### config.mk
export PLATFORM = sky130hd
export DESIGN_NAME = usb_tx_ctrl
export DESIGN_NICKNAME = d
export VERILOG_FILES = /design/src/rtl/usb_pkg.sv /design/src/rtl/usb_nrzi_enc.sv /design/src/rtl/usb_tx_ctrl.sv
export SDC_FILE = /design/constraint.sdc
export NUM_CORES = 1
export LEC_CHECK = 0
export CORE_MARGIN = 2
export CORE_UTILIZATION = 53
export CTS_CLUSTER_DIAMETER = 120
export DETAILED_ROUTE_END_ITERATION = 7
export GPL_TIMING_DRIVEN = 1
export MAX_ROUTING_LAYER = met4
export PLACE_DENSITY = 0.74
export SLEW_MARGIN = 10
export SYNTH_ARGS = -nofsm -noshare
export SYNTH_HDL_FRONTEND = slang
export SYNTH_HIERARCHICAL = 1
export SYNTH_SLANG_ARGS = --single-unit
### constraint.sdc
create_clock -name clk -period 3.1 [get_ports clk]
set_clock_uncertainty 0.15 [all_clocks]
set_input_delay 0.62 -clock clk [delete_from_list [all_inputs] [get_ports clk]]
set_output_delay 0.62 -clock clk [all_outputs]
set_load 0.1 [all_outputs]
### src/rtl/usb_pkg.sv
// ============================================================================
// Module   : usb_pkg
// Purpose  : Shared types and line constants for the USB transmit path.
// Revision : 1.0 - initial release
// ============================================================================
`default_nettype none

package usb_pkg;

    typedef enum logic [2:0] {
        IDLE      = 3'd0,
        SEND_SYNC = 3'd1,
        SEND_DATA = 3'd2,
        EOP_SE0   = 3'd3,
        EOP_J     = 3'd4
    } tx_state_t;

    localparam logic [7:0] SYNC_BYTE = 8'h80;

    // Line pairs are {d_plus, d_minus}
    localparam logic [1:0] LINE_J   = 2'b10;
    localparam logic [1:0] LINE_K   = 2'b01;
    localparam logic [1:0] LINE_SE0 = 2'b00;

endpackage

`default_nettype wire

### src/rtl/usb_nrzi_enc.sv
// ============================================================================
// Module   : usb_nrzi_enc
// Purpose  : NRZI encoder and D+/D- pair driver; init restarts the level at J.
// Revision : 1.0 - initial release
// ============================================================================
`default_nettype none

module usb_nrzi_enc
    import usb_pkg::*;
(
    input  logic clk,
    input  logic n_rst,
    input  logic bit_in,
    input  logic bit_strobe,
    input  logic se0,
    input  logic init,
    output logic d_plus,
    output logic d_minus
);

    logic r_level;
    logic w_base;
    logic w_next;

    // A 0 bit toggles the level, a 1 bit holds it
    assign w_base = init ? 1'b1 : r_level;
    assign w_next = bit_in ? w_base : ~w_base;

    always_ff @(posedge clk or negedge n_rst) begin
        if (!n_rst) begin
            r_level            <= 1'b1;
            {d_plus, d_minus}  <= LINE_J;
        end else if (bit_strobe) begin
            if (se0) begin
                {d_plus, d_minus} <= LINE_SE0;
            end else begin
                r_level           <= w_next;
                {d_plus, d_minus} <= w_next ? LINE_J : LINE_K;
            end
        end
    end

endmodule

`default_nettype wire

### src/rtl/usb_tx_ctrl.sv
// ============================================================================
// Module   : usb_tx_ctrl
// Purpose  : USB low-level packet transmitter: SYNC, FIFO data bytes, EOP.
//            Optional bit stuffing is enabled by defining USB_TX_BITSTUFF_EN.
// Revision : 1.0 - initial release
// ============================================================================
`default_nettype none

module usb_tx_ctrl
    import usb_pkg::*;
#(
    parameter int CLKS_PER_BIT = 8
)
(
    input  logic       clk,
    input  logic       n_rst,
    input  logic       tx_start,
    input  logic       tx_empty,
    input  logic [7:0] tx_data,
    output logic       get_data,
    output logic       d_plus,
    output logic       d_minus,
    output logic       tx_busy,
    output logic       tx_done
);

    localparam int            TW         = $clog2(CLKS_PER_BIT);
    localparam logic [TW-1:0] TIMER_LAST = TW'(CLKS_PER_BIT - 1);

    tx_state_t     r_state;
    logic [TW-1:0] r_timer;
    logic [7:0]    r_shift;
    logic [2:0]    r_bit_idx;
    logic          r_tx_busy;
    logic          r_tx_done;

    logic       w_tick;
    logic       w_sending;
    logic       w_need_stuff;
    logic       w_byte_end;
    logic [2:0] w_next_idx;
    logic       w_strobe;
    logic       w_bit;
    logic       w_se0;
    logic       w_init;

`ifdef USB_TX_BITSTUFF_EN
    logic [2:0] r_ones;

    // Counts consecutive 1s already on the line, across byte boundaries
    always_ff @(posedge clk or negedge n_rst) begin
        if (!n_rst) begin
            r_ones <= 3'd0;
        end else if (w_strobe && !w_se0) begin
            r_ones <= w_bit ? r_ones + 3'd1 : 3'd0;
        end
    end

    assign w_need_stuff = (r_ones == 3'd6);
`else
    assign w_need_stuff = 1'b0;
`endif

    assign w_tick     = (r_timer == TIMER_LAST);
    assign w_sending  = (r_state == SEND_SYNC) || (r_state == SEND_DATA);
    assign w_byte_end = w_sending && w_tick && (r_bit_idx == 3'd7) && !w_need_stuff;
    assign w_next_idx = r_bit_idx + 3'd1;
    assign get_data   = w_byte_end && !tx_empty;
    assign tx_busy    = r_tx_busy;
    assign tx_done    = r_tx_done;

    // Line update request for the bit period starting on the next edge
    always_comb begin
        w_strobe = 1'b0;
        w_bit    = 1'b1;
        w_se0    = 1'b0;
        w_init   = 1'b0;
        case (r_state)
            IDLE: begin
                if (tx_start) begin
                    w_strobe = 1'b1;
                    w_init   = 1'b1;
                    w_bit    = SYNC_BYTE[0];
                end
            end
            SEND_SYNC, SEND_DATA: begin
                if (w_tick) begin
                    w_strobe = 1'b1;
                    if (w_need_stuff) begin
                        w_bit = 1'b0;
                    end else if (r_bit_idx == 3'd7) begin
                        if (!tx_empty) begin
                            w_bit = tx_data[0];
                        end else begin
                            w_se0 = 1'b1;
                        end
                    end else begin
                        w_bit = r_shift[w_next_idx];
                    end
                end
            end
            EOP_SE0: begin
                if (w_tick && r_bit_idx[0]) begin
                    w_strobe = 1'b1;
                    w_init   = 1'b1;
                    w_bit    = 1'b1;
                end
            end
            default: ;
        endcase
    end

    always_ff @(posedge clk or negedge n_rst) begin
        if (!n_rst) begin
            r_state   <= IDLE;
            r_timer   <= '0;
            r_shift   <= 8'h00;
            r_bit_idx <= 3'd0;
            r_tx_busy <= 1'b0;
            r_tx_done <= 1'b0;
        end else begin
            r_tx_done <= 1'b0;
            if (r_state == IDLE || w_tick) begin
                r_timer <= '0;
            end else begin
                r_timer <= r_timer + TW'(1);
            end
            case (r_state)
                IDLE: begin
                    if (tx_start) begin
                        r_state   <= SEND_SYNC;
                        r_shift   <= SYNC_BYTE;
                        r_bit_idx <= 3'd0;
                        r_tx_busy <= 1'b1;
                    end
                end
                SEND_SYNC, SEND_DATA: begin
                    // A stuffed bit holds the shift position for one period
                    if (w_tick && !w_need_stuff) begin
                        if (r_bit_idx == 3'd7) begin
                            r_bit_idx <= 3'd0;
                            if (!tx_empty) begin
                                r_shift <= tx_data;
                                r_state <= SEND_DATA;
                            end else begin
                                r_state <= EOP_SE0;
                            end
                        end else begin
                            r_bit_idx <= w_next_idx;
                        end
                    end
                end
                EOP_SE0: begin
                    if (w_tick) begin
                        if (r_bit_idx[0]) begin
                            r_state   <= EOP_J;
                            r_bit_idx <= 3'd0;
                        end else begin
                            r_bit_idx <= w_next_idx;
                        end
                    end
                end
                EOP_J: begin
                    if (w_tick) begin
                        r_state   <= IDLE;
                        r_tx_busy <= 1'b0;
                        r_tx_done <= 1'b1;
                    end
                end
                default: begin
                    r_state   <= IDLE;
                    r_tx_busy <= 1'b0;
                end
            endcase
        end
    end

    usb_nrzi_enc u_nrzi_enc (
        .clk        (clk),
        .n_rst      (n_rst),
        .bit_in     (w_bit),
        .bit_strobe (w_strobe),
        .se0        (w_se0),
        .init       (w_init),
        .d_plus     (d_plus),
        .d_minus    (d_minus)
    );

endmodule

`default_nettype wire
==> metrics.cfg <==
[sta]
holdWs_ps = 297.9
slew_viol_final = 0
rsz0062_at_grt = false
fmax_mhz = 354.3
period_needed_ps = 2822
worst_pin_slew_ps = 597.4
hold_violations = 0
fin_crit_sh_pct = 91.04
finalSetupTns_ps = 0
maxSlewHeadroom_pct = 59.75
final-setup-viol-count = 0

[final_layout]
drive_above_1_share_pct = 17.52
n_antenna_cell = 0
design_area_mm2 = 0.001439
layout_common_cells = dfrtp_1, clkdlybuf4s50_1, nor3_1
final_nets = 155
final_cells = 165
area_growth_syn_to_layout_pct = 15.58
final_core_utilization_pct = 65.05
final_common_cell = dfrtp_1

[synthesis]
yosysWarnings = 6
synthTopCellsByArea = dfrtp_1, ha_1, a22o_1, dfstp_2, nor3_1
yosysTopAreaCell = dfrtp_1
synthCells = 122
ys_seq_area_share_pct = 44.42
synth-async-reset-ratio_pct = 100.0
synth_top_area_share_pct = 40.20
synthFlopType = dfrtp_1
synth_edf_count = 0
avgSynthCellArea_um2 = 10.20
synthesis.nets = 139
ys_ff_latch = 22
synth_area_mm2 = 0.001245
ys_types = 44

[placement]
portBuffers = 16
place_area_mm2 = 0.001413
gp_congestion = 0.8965
post-dp-hpwl_um = 1791
placed_cells = 161

[clocking]
cts_root_buffer = clkbuf_4
cts_buffers = 3
htreeDepth = 1
cts-resized-gates = 0
postCtsHoldBufs = 0
clkSlewWorstSetupHoldPaths_ps = 120
postCtsSetupRepairBufs = 0
numClockSinks = 22
clock_latency_ps = 320
clockBufferDepth = 2
cts_tree = built

[routing]
remaining_drc_errors = 0
drtAntennaViolNets = 0
viasPerCell = 5.836
wl_um = 2408
drt_iter0_markers = 7
first_pass_iters = 4
routedWlPerCell_um = 14.59
dr_total_vias = 963

[power_and_ir_drop]
power_density_mw_per_mm2 = 373.4
p_leak_nw = 0.6413
ir_drop_mv = 0.2971

[floorplan]
dieWidth_um = 52.47
initial_core_util_pct = 56.28
die-height_um = 52.47
fp-row-count = 17
die_area_mm2 = 0.002753
pin_count = 17
core_mm2 = 0.002212

[critical_path]
cp.required_ps = 2330
reg2reg_slack_ps = 390
worst_ep_arrival_time_ps = 2050
cp-start-kind = register
endpoint_kind = primary output
regToRegEndpoint = u_nrzi_enc/r_level
crit_type = reg -> out
crit_fanout = 10
ff2ff_path_depth = 8
timing.rr.start = r_bit_idx[0]
crit_path_start = r_bit_idx[0]

[global_route]
grt_use_total_pct = 21.20
grt_max_degree = 23
grt_first_pass_wirelength_um = 4077
antenna_found_initial = 0
grt_pass1_vias = 891
gr-total-overflow = 0

[min_path]
whs_endpoint = r_timer[0]
hp-start = r_timer[0]
hold_path_depth = 1
hold_path_class = reg -> reg

[run_status]
status = finished, final reports clean

[flow_run]
max_cap_viol_count = 0

[per-stage QoR]
step / total power, W / setup slack (ps)
floorplan: 0.0003711 / 282.8
finish: 0.0005373 / 277.9
global placement: 0.0004041 / 564.7
global route: 0.0005597 / 85.65
CTS: 0.0005430 / 262.1
detailed placement: 0.0004054 / 446.7
[flip-flops by register name, indices dropped and copies added (netlist names)]
| register | cells |
|---|---|
| r_timer | 3 |
| u_nrzi_enc/d_minus | 1 |
| tx_busy | 1 |
| tx_done | 1 |
| u_nrzi_enc/r_level | 1 |
| r_shift | 8 |
| r_state | 3 |
| u_nrzi_enc/d_plus | 1 |
| r_bit_idx | 3 |
[layer usage]
| metal | share of wire, % | global-route usage [%] | routed length (um) | up-vias |
|---|---|---|---|---|
| met5 | 0 | - | 0 | - |
| met4 | 2.0 | 10.26 | 48 | 0 |
| met3 | 3.7 | 3.429 | 88 | 5 |
| met2 | 48 | 33.33 | 1146 | 22 |
| met1 | 47 | 26.67 | 1124 | 466 |
| li1 | - | - | - | 470 |
[worst max-delay path: stages, from the launching register on]
cell     delay (ps)
dfrtp_1         540
ha_1            200
ha_1            330
nand2_1         190
nor4_4          250
buf_12          220
[cells by family (layout without fill, tap and decap cells)]
| family | Yosys count | after routing | share of synthesized area [%] |
|---|---|---|---|
| xor gates and xnor gates | 3 | 3 | 2.714 |
| and+or+nand+nor | 37 | 37 | 16.48 |
| DFF | 22 | 22 | 44.42 |
| buffers and inverters | 15 | 30 | 5.829 |
| AOI/OAI and AO/OA | 33 | 33 | 18.59 |
| adders and majority gates | 6 | 6 | 5.930 |
| muxes | 6 | 6 | 6.030 |
[synth_stat cells, types with 2 or more instances]
cell	count
dfstp_2	2
a21oi_1	6
o21ai_0	6
and2_1	3
nand3_1	2
mux2i_1	3
a22o_1	7
inv_1	7
nand2b_1	2
nor2_1	6
nand2_1	7
nor3_1	8
o22ai_1	3
or2_2	2
ha_1	5
dfrtp_1	20
a31oi_1	2
mux2_2	2
buf_2	4
[worst max-delay path by stage]
| stage | endpoint | slack, ps | depth (start not counted) |
|---|---|---|---|
| finish | get_data | 280 | 5 |
| global route | get_data | 90 | 5 |
| CTS | get_data | 260 | 5 |
| detailed placement | u_nrzi_enc/r_level | 450 | 8 |
| global placement | get_data | 560 | 3 |
| floorplan | get_data | 280 | 5 |
[final cells by class]
| class | instances | area [um2] |
|---|---|---|
| fillers | 183 | 773.2 |
| multi-input cells | 85 | 619.3 |
| flip-flops and latches | 22 | 553.0 |
| repair buffers | 18 | 175.2 |
| well taps | 28 | 35.03 |
| inverters | 8 | 30.03 |
| clock buffers | 4 | 26.28 |
[where the power goes]
part           leakage [nW]   total, W  internal [W]  switching [W]
logic                 0.370  0.0000897     0.0000322      0.0000576
clock network        0.0150   0.000138     0.0000503      0.0000879
registers             0.257   0.000309      0.000302     0.00000693
total                 0.641   0.000537      0.000385       0.000152
Note: power is estimated with default switching activity, not from simulation.
